<file path="src/rtl/axi_atop_resp_inject_pkg.sv">
// Shared types and constants for the ATOP response injector.
package axi_atop_resp_inject_pkg;

  typedef logic [1:0] resp_t;
  typedef logic [7:0] len_t;

  localparam resp_t RESP_OKAY   = 2'b00;
  localparam resp_t RESP_SLVERR = 2'b10;

  // Default channel layouts used when the parent does not override them.
  typedef struct packed {
    logic [3:0] id;
    resp_t      resp;
    logic [0:0] user;
  } b_chan_def_t;

  typedef struct packed {
    logic [3:0]  id;
    logic [31:0] data;
    resp_t       resp;
    logic        last;
    logic [0:0]  user;
  } r_chan_def_t;

  // Which of the two sources currently owns an upstream channel.
  typedef enum logic {
    SRC_DN  = 1'b0,
    SRC_INJ = 1'b1
  } src_e;

endpackage

</file>
<file path="src/rtl/axi_atop_resp_inject_arb2.sv">
// Two-way round-robin arbiter between the downstream and injected sources,
// with grant hold during stalls and an optional lock until the last beat.
module axi_atop_resp_arb2
  import axi_atop_resp_inject_pkg::*;
#(
  parameter type chan_t     = r_chan_def_t,
  parameter bit  LockOnLast = 1'b0
) (
  input  logic  i_clk,
  input  logic  i_rst,
  input  chan_t i_dnData,
  input  logic  i_dnValid,
  input  logic  i_dnLast,
  output logic  o_dnReady,
  input  chan_t i_injData,
  input  logic  i_injValid,
  input  logic  i_injLast,
  output logic  o_injReady,
  output chan_t o_data,
  output logic  o_valid,
  input  logic  i_ready
);

  src_e r_prio;
  logic r_hold;
  src_e r_holdSrc;
  logic r_lock;
  src_e r_lockSrc;

  src_e w_sel;
  logic w_selValid;
  logic w_selLast;
  logic w_hs;

  // Pick the owner: a burst lock beats a stall hold, which beats round-robin.
  always_comb begin
    w_sel = SRC_DN;
    if (r_lock) begin
      w_sel = r_lockSrc;
    end else if (r_hold) begin
      w_sel = r_holdSrc;
    end else if (i_dnValid && i_injValid) begin
      w_sel = r_prio;
    end else if (i_injValid) begin
      w_sel = SRC_INJ;
    end
    w_selValid = (w_sel == SRC_INJ) ? i_injValid : i_dnValid;
    w_selLast  = (w_sel == SRC_INJ) ? i_injLast  : i_dnLast;
    o_data     = (w_sel == SRC_INJ) ? i_injData  : i_dnData;
    o_valid    = w_selValid;
    o_dnReady  = (w_sel == SRC_DN)  && i_dnValid  && i_ready;
    o_injReady = (w_sel == SRC_INJ) && i_injValid && i_ready;
    w_hs       = w_selValid && i_ready;
  end

  // Track stall hold, burst lock and which source gets the next tie.
  always_ff @(posedge i_clk or posedge i_rst) begin
    if (i_rst) begin
      r_prio    <= SRC_INJ;
      r_hold    <= 1'b0;
      r_holdSrc <= SRC_DN;
      r_lock    <= 1'b0;
      r_lockSrc <= SRC_DN;
    end else begin
      r_hold    <= w_selValid && !i_ready;
      r_holdSrc <= w_sel;
      if (w_hs) begin
        if (LockOnLast) begin
          r_lock    <= !w_selLast;
          r_lockSrc <= w_sel;
        end
        if (!LockOnLast || w_selLast) begin
          r_prio <= (w_sel == SRC_INJ) ? SRC_DN : SRC_INJ;
        end
      end
    end
  end

endmodule

</file>
<file path="src/rtl/axi_atop_resp_inject.sv">
// Injects SLVERR B/R responses for filtered atomics and shares the upstream
// B and R channels with responses forwarded from downstream.
module axi_atop_resp_inject
  import axi_atop_resp_inject_pkg::*;
#(
  parameter int unsigned IdWidth  = 4,
  parameter type         b_chan_t = b_chan_def_t,
  parameter type         r_chan_t = r_chan_def_t
) (
  input  logic               clk_i,
  input  logic               rst_i,
  input  logic               cmd_valid_i,
  output logic               cmd_ready_o,
  input  logic [IdWidth-1:0] cmd_id_i,
  input  len_t               cmd_len_i,
  input  logic               cmd_r_i,
  input  b_chan_t            dn_b_i,
  input  logic               dn_b_valid_i,
  output logic               dn_b_ready_o,
  input  r_chan_t            dn_r_i,
  input  logic               dn_r_valid_i,
  output logic               dn_r_ready_o,
  output b_chan_t            up_b_o,
  output logic               up_b_valid_o,
  input  logic               up_b_ready_i,
  output r_chan_t            up_r_o,
  output logic               up_r_valid_o,
  input  logic               up_r_ready_i
);

  logic               r_bPend;
  logic               r_rBusy;
  logic [IdWidth-1:0] r_id;
  len_t               r_cnt;

  logic    w_cmdHs;
  logic    w_injBReady;
  logic    w_injRReady;
  b_chan_t w_injB;
  r_chan_t w_injR;

  assign cmd_ready_o = !r_bPend && !r_rBusy;
  assign w_cmdHs     = cmd_valid_i && cmd_ready_o;

  // Build the error responses from the latched command.
  always_comb begin
    w_injB      = '0;
    w_injB.id   = r_id;
    w_injB.resp = RESP_SLVERR;
    w_injR      = '0;
    w_injR.id   = r_id;
    w_injR.resp = RESP_SLVERR;
    w_injR.last = (r_cnt == '0);
  end

  // Command register: accept only when both injections are finished.
  always_ff @(posedge clk_i or posedge rst_i) begin
    if (rst_i) begin
      r_bPend <= 1'b0;
      r_rBusy <= 1'b0;
      r_id    <= '0;
      r_cnt   <= '0;
    end else if (w_cmdHs) begin
      r_bPend <= 1'b1;
      r_id    <= cmd_id_i;
      if (cmd_r_i) begin
        r_rBusy <= 1'b1;
        r_cnt   <= cmd_len_i;
      end
    end else begin
      if (w_injBReady) begin
        r_bPend <= 1'b0;
      end
      if (w_injRReady) begin
        if (r_cnt == '0) begin
          r_rBusy <= 1'b0;
        end else begin
          r_cnt <= r_cnt - len_t'(1);
        end
      end
    end
  end

  axi_atop_resp_arb2 #(
    .chan_t     (b_chan_t),
    .LockOnLast (1'b0)
  ) u_bArb (
    .i_clk      (clk_i),
    .i_rst      (rst_i),
    .i_dnData   (dn_b_i),
    .i_dnValid  (dn_b_valid_i),
    .i_dnLast   (1'b1),
    .o_dnReady  (dn_b_ready_o),
    .i_injData  (w_injB),
    .i_injValid (r_bPend),
    .i_injLast  (1'b1),
    .o_injReady (w_injBReady),
    .o_data     (up_b_o),
    .o_valid    (up_b_valid_o),
    .i_ready    (up_b_ready_i)
  );

  axi_atop_resp_arb2 #(
    .chan_t     (r_chan_t),
    .LockOnLast (1'b1)
  ) u_rArb (
    .i_clk      (clk_i),
    .i_rst      (rst_i),
    .i_dnData   (dn_r_i),
    .i_dnValid  (dn_r_valid_i),
    .i_dnLast   (dn_r_i.last),
    .o_dnReady  (dn_r_ready_o),
    .i_injData  (w_injR),
    .i_injValid (r_rBusy),
    .i_injLast  (w_injR.last),
    .o_injReady (w_injRReady),
    .o_data     (up_r_o),
    .o_valid    (up_r_valid_o),
    .i_ready    (up_r_ready_i)
  );

endmodule

</file>
<file path="config.mk">
export PLATFORM = sky130hd
export DESIGN_NAME = axi_atop_resp_inject
export DESIGN_NICKNAME = d
export VERILOG_FILES = /design/src/rtl/axi_atop_resp_inject_pkg.sv /design/src/rtl/axi_atop_resp_inject_arb2.sv /design/src/rtl/axi_atop_resp_inject.sv
export SDC_FILE = /design/constraint.sdc
export NUM_CORES = 1
export LEC_CHECK = 0
export CAP_MARGIN = 30
export CORE_ASPECT_RATIO = 2
export CORE_MARGIN = 2
export CORE_UTILIZATION = 34
export DETAILED_ROUTE_END_ITERATION = 12
export GPL_TIMING_DRIVEN = 0
export HOLD_SLACK_MARGIN = 0.03
export PLACE_DENSITY_LB_ADDON = 0.3
export REMOVE_ABC_BUFFERS = 1
export SLEW_MARGIN = 20
export SYNTH_ARGS = -nofsm -noshare
export SYNTH_HDL_FRONTEND = slang
export SYNTH_SLANG_ARGS = --single-unit
</file>
<file path="constraint.sdc">
create_clock -name clk_i -period 3.1 [get_ports clk_i]
set_clock_uncertainty 0.2 [all_clocks]
set_input_delay 0.62 -clock clk_i [delete_from_list [all_inputs] [get_ports clk_i]]
set_output_delay 0.62 -clock clk_i [all_outputs]
set_load 0.1 [all_outputs]
</file>
# [Word-level counts from Yosys, hierarchy flattened]
# Index checks and enable logic that the tools add are counted.
[classes] n_addsub=1 n_eq_ne=2 n_mux=25 bitwise_logic=2 n_reduce_logical=28
[op_table] cell="2-to-1 mux 40 bit" count=1
[op_table] cell="2-to-1 mux 8 bit" count=4
[op_table] cell="2-to-1 mux 1 bit" count=19
[op_table] cell="logical AND 1 bit" count=16
[op_table] cell="zero test 8 bit" count=1
[op_table] cell="subtractor 8 x 1 -> 8 bit, second input constant" count=1
[op_table] cell="2-to-1 mux 7 bit" count=1
[op_table] cell="AND reduction 3 bit" count=2
[op_table] cell="nonzero test 2 bit" count=3
[op_table] cell="zero test 1 bit" count=5
[op_table] cell="!= test 2 bit, second input constant" count=2
[op_table] cell="inverter 1 bit" count=2
[op_table] cell="AND reduction 2 bit" count=1
[totals] reg_bits=22 in_bits=67 out_inout_bits=52 wordCells=70

# [Longest topological paths before layout]
# Gate-level depths: netlist of run 1.
[logic_depth] depth_word=8 mapped_depth=8 ltp_nobuf=7

# [Hierarchy]
# A second synthesis of run 1 with hierarchy kept.
[unflattened] cells_unflattened=192 area_unflattened_um2=2023.2
[modules_own_cells] module="axi_atop_resp_arb2 at u_rArb" n_inst=1 cells_each=74 area_per_inst_um2=932.1 seq_area_each_um2=126.4
[modules_own_cells] module="axi_atop_resp_inject" n_inst=1 cells_each=91 area_per_inst_um2=813.3 seq_area_each_um2=350.3
[modules_own_cells] module="axi_atop_resp_arb2 at u_bArb" n_inst=1 cells_each=27 area_per_inst_um2=277.8 seq_area_each_um2=76.3

# [Worst setup path before layout of run 1]
# Ideal clock, no wire load.
[synth_path] path_kind="input -> output" start="in dn_b_valid_i" end="out dn_b_ready_o" arrival_time_ps=2363 required_time_ps=2280 path_slack_ps=-83 cell_stages=5 path_buffers=1 cell_sequence="inv_1 o21ai_0 o21ai_0 buf_2 nor2_1"
[synth_between] elab_chain_cells=7
[synth_lines] item="start: declaration" line="axi_atop_resp_inject.sv:18" source="input logic dn_b_valid_i,"
[synth_lines] item="logical AND 1 bit" line="axi_atop_resp_inject_arb2.sv:42" source="end else if (i_dnValid && i_injValid) begin"
[synth_lines] item="2-to-1 mux 1 bit" line="axi_atop_resp_inject_arb2.sv:42"
[synth_lines] item="2-to-1 mux 1 bit" line="axi_atop_resp_inject_arb2.sv:40" source="end else if (r_hold) begin"
[synth_lines] item="2-to-1 mux 1 bit" line="axi_atop_resp_inject_arb2.sv:38" source="if (r_lock) begin"
[synth_lines] item="named net u_bArb.w_sel" line="axi_atop_resp_inject_arb2.sv:30" source="src_e w_sel;"
[synth_lines] item="inverter 1 bit" line="axi_atop_resp_inject_arb2.sv:51" source="o_dnReady = (w_sel == SRC_DN) && i_dnValid && i_ready;"
[synth_lines] item="logical AND 1 bit (2 in series)" line="axi_atop_resp_inject_arb2.sv:51"
[synth_lines] item="end: declaration" line="axi_atop_resp_inject.sv:19" source="output logic dn_b_ready_o,"
# The timed path passes the listed nets, and every way through them passes these cells.

==> flow_summary.json, run 1 <==
{
  "grt_max_degree": 24,
  "insertion_delay_ns": 0.27,
  "portBuffers": 118,
  "setup_viol": 0,
  "stdcell_count": 358,
  "crit_path_start": "dn_b_valid_i",
  "die_area_um2": 5320,
  "peakVddDrop_mv": 0.6110,
  "overflow": 0,
  "reg2reg_setup_slack_ns": 0.60,
  "area_delta_synth_final_pct": 75.92,
  "synth_area_um2": 1605,
  "antennaDiodeCount": 0,
  "grt_pass1_vias": 1659,
  "die_y_um": 101.2,
  "hold_class": "flip-flop to flip-flop",
  "gp_congestion": 0.7813,
  "fin_util_pct": 62.01,
  "regMostFlops": "r_cnt",
  "synth_top_area_share_pct": 31.18,
  "period_needed_ns": 2.981,
  "clockRootBuffer": "clkbuf_8",
  "start_util_pct": 35.25,
  "drc": 0,
  "r2r-start": "u_rArb.r_lock$_DFFE_PP0P_",
  "syn_inst": 181,
  "timing.fmax_ghz": 0.3354,
  "drt_pass1_iterations": 4,
  "p_seq_share_pct": 21.4,
  "p_sw_share_pct": 58.63,
  "hold-path-endpoint": "u_rArb.r_prio$_DFFE_PP1P_",
  "synthDistinctLibCells": 47,
  "place_ws_ns": -1.619,
  "drt_iter0_markers": 24,
  "hold_violations": 0,
  "outcome": "finished, final reports clean",
  "coreArea_um2": 4554,
  "p_int_mw": 1.039,
  "placedCellCount": 346,
  "wl_mm": 5.635,
  "timing.rr.end": "r_cnt[6]$_DFFE_PP0P_",
  "regArea_um2": 553.0,
  "slew_violations": 0,
  "synth_seq_cells": 22,
  "pwr_density_cell_nw_per_um2": 889.5,
  "ios": 119,
  "leakagePower_nw": 1.301,
  "drv_cap": 0,
  "post-route-period-util_pct": 96.17,
  "cts.sinks": 22,
  "synth_warnings": 2,
  "drive_above_1_share_pct": 30.36,
  "tightest_slew_ns": 0.9836,
  "layout_setup_ws_ns": 0.1187,
  "async_flop_share_pct": 100.0,
  "synth_top_cell_by_area": "dfrtp_1",
  "grt_first_pass_wirelength_mm": 8.280,
  "multi_input_area_um2": 1001,
  "criticalPathCategory": "primary input to output pin",
  "wl_per_cell_um": 15.74,
  "cts-buffers-inserted": 3,
  "rows": 35,
  "power_switching_mw": 1.473,
  "r2r_cells": 5,
  "cts_max_path_buffers": 2,
  "hold_buffers": 0,
  "synth_ff_type": "dfrtp_1",
  "syn_avg_cell_area_um2": 8.869,
  "fin_area_um2": 2824,
  "post_dp_cell_area_um2": 2804,
  "cts-htree-levels": 1,
  "antenna_found_initial": 0,
  "hold_depth": 2,
  "synthTopCellsByArea": "dfrtp_1, and2_1, mux2_2, nand2_1, dfstp_2",
  "synth_edf_count": 0,
  "cp.arrival_ns": 2.16,
  "cts_tree": "yes",
  "path_max_fanout": 5,
  "synth_sequential_area_ratio_pct": 34.45,
  "ys_top_cells_by_count": "and2_1, nand2_1, dfrtp_1",
  "largest_reg_flops": 8,
  "nets": 372,
  "critPathCaptureType": "output pin",
  "comb_power_share_pct": 70.2,
  "fp.dieW_um": 52.59,
  "critPathLaunchType": "primary input",
  "clk_pin_slew_worst_paths_ns": 0.08,
  "num-fill-cells": 434,
  "hold_path_startpoint": "u_rArb.r_prio$_DFFE_PP1P_",
  "vias": 1807,
  "rsz0062_at_grt": "false",
  "dpl.hpwl_mm": 4.048,
  "slew_headroom_pct": 34.22,
  "largestRegisters": "r_cnt x8, r_id x4",
  "power.share.clock_pct": 8.4,
  "ant_nets": 0,
  "grt_usage_pct": 20.80,
  "yosysMostFrequentCell": "and2_1",
  "viasPerCell": 5.047,
  "cp_data_required_time_ns": 2.28
}
[cell families (layout without fill, tap and decap cells)]
family	after synthesis	in the layout	share of synthesized area, %
buf+inv	21	139	6.936
compound gates	30	31	15.98
flops	22	22	34.45
simple gates	97	100	34.61
mux	10	10	7.249
fa+ha+maj	1	1	0.7793
[critical path: stages]
cell	delay, ns
clkdlybuf4s50_1	0.52
inv_1	0.07
o21ai_2	0.21
o21ai_2	0.06
buf_4	0.16
mux2_2	0.28
buf_4	0.23
[per-stage QoR]
stage                     hold WS, ns  power (mW)  setup TNS [ns]
after floorplan                0.2429       1.822          -17.73
after global placement         0.2500       2.240          -99.26
after detailed placement       0.2563       2.268          -72.03
after CTS                      0.2691       2.493               0
after global routing           0.2816       2.625               0
final                          0.2687       2.512               0
[timing repair]
item	4_1_cts	5_1_grt
resized for setup	311	6
gates cloned	4	0
pin swaps	2	2
buffers inserted	2	1
endpoints found under the setup margin	51	35
[worst max-delay path by stage]
stage	end	slack (ns)	depth (start not counted)
finish	up_b_o[4]	0.12	7
global route	up_b_valid_o	0.04	7
CTS	up_r_o[6]	0.01	6
detailed placement	dn_r_ready_o	-1.62	6
global placement	dn_r_ready_o	-2.08	6
floorplan	up_r_o[1]	-1.45	4
[layer usage]
| metal | up-vias | track usage, % | share of wire [%] |
|---|---|---|---|
| met5 | - | 0 | 0 |
| met4 | 0 | 7.298 | 2.2 |
| met3 | 11 | 4.720 | 9.2 |
| met2 | 83 | 40.00 | 56 |
| met1 | 842 | 20.59 | 32 |
| li1 | 871 | - | - |
[power by group through the flow]
| stage | Sequential (mW) | Combinational, mW | Clock [mW] |
|---|---|---|---|
| 6_report | 0.538 | 1.76 | 0.211 |
| 3_5_place_dp | 0.535 | 1.73 | 0 |
| 3_3_place_gp | 0.527 | 1.71 | 0 |
| 4_1_cts | 0.531 | 1.75 | 0.211 |
| 2_1_floorplan | 0.498 | 1.32 | 0 |
| 5_1_grt | 0.554 | 1.85 | 0.223 |
[area by class of cell]
cell class	count	share of cell area (%)
timing repair buffer	123	38.99
multi-input combinational	142	35.45
sequential	22	19.58
tap	55	2.437
clock buffer	4	1.949
inverter	12	1.595
[cells in the final DEF, fill, tap and decap left out, types with 5 or more instances in the layout]
master	n
inv_1	12
nand2_1	24
clkdlybuf4s50_1	66
buf_4	45
nor3_1	5
nor2_1	12
dfrtp_1	20
and2_1	34
mux2_2	9
(Power assumes the default switching activity.)
==> inputs of run 2 (changes only) <==
CTS_CLUSTER_SIZE = 12   (was not set)
==> results of run 2 <==
No change in the layout: final DEF, timing and power equal those of run 1.
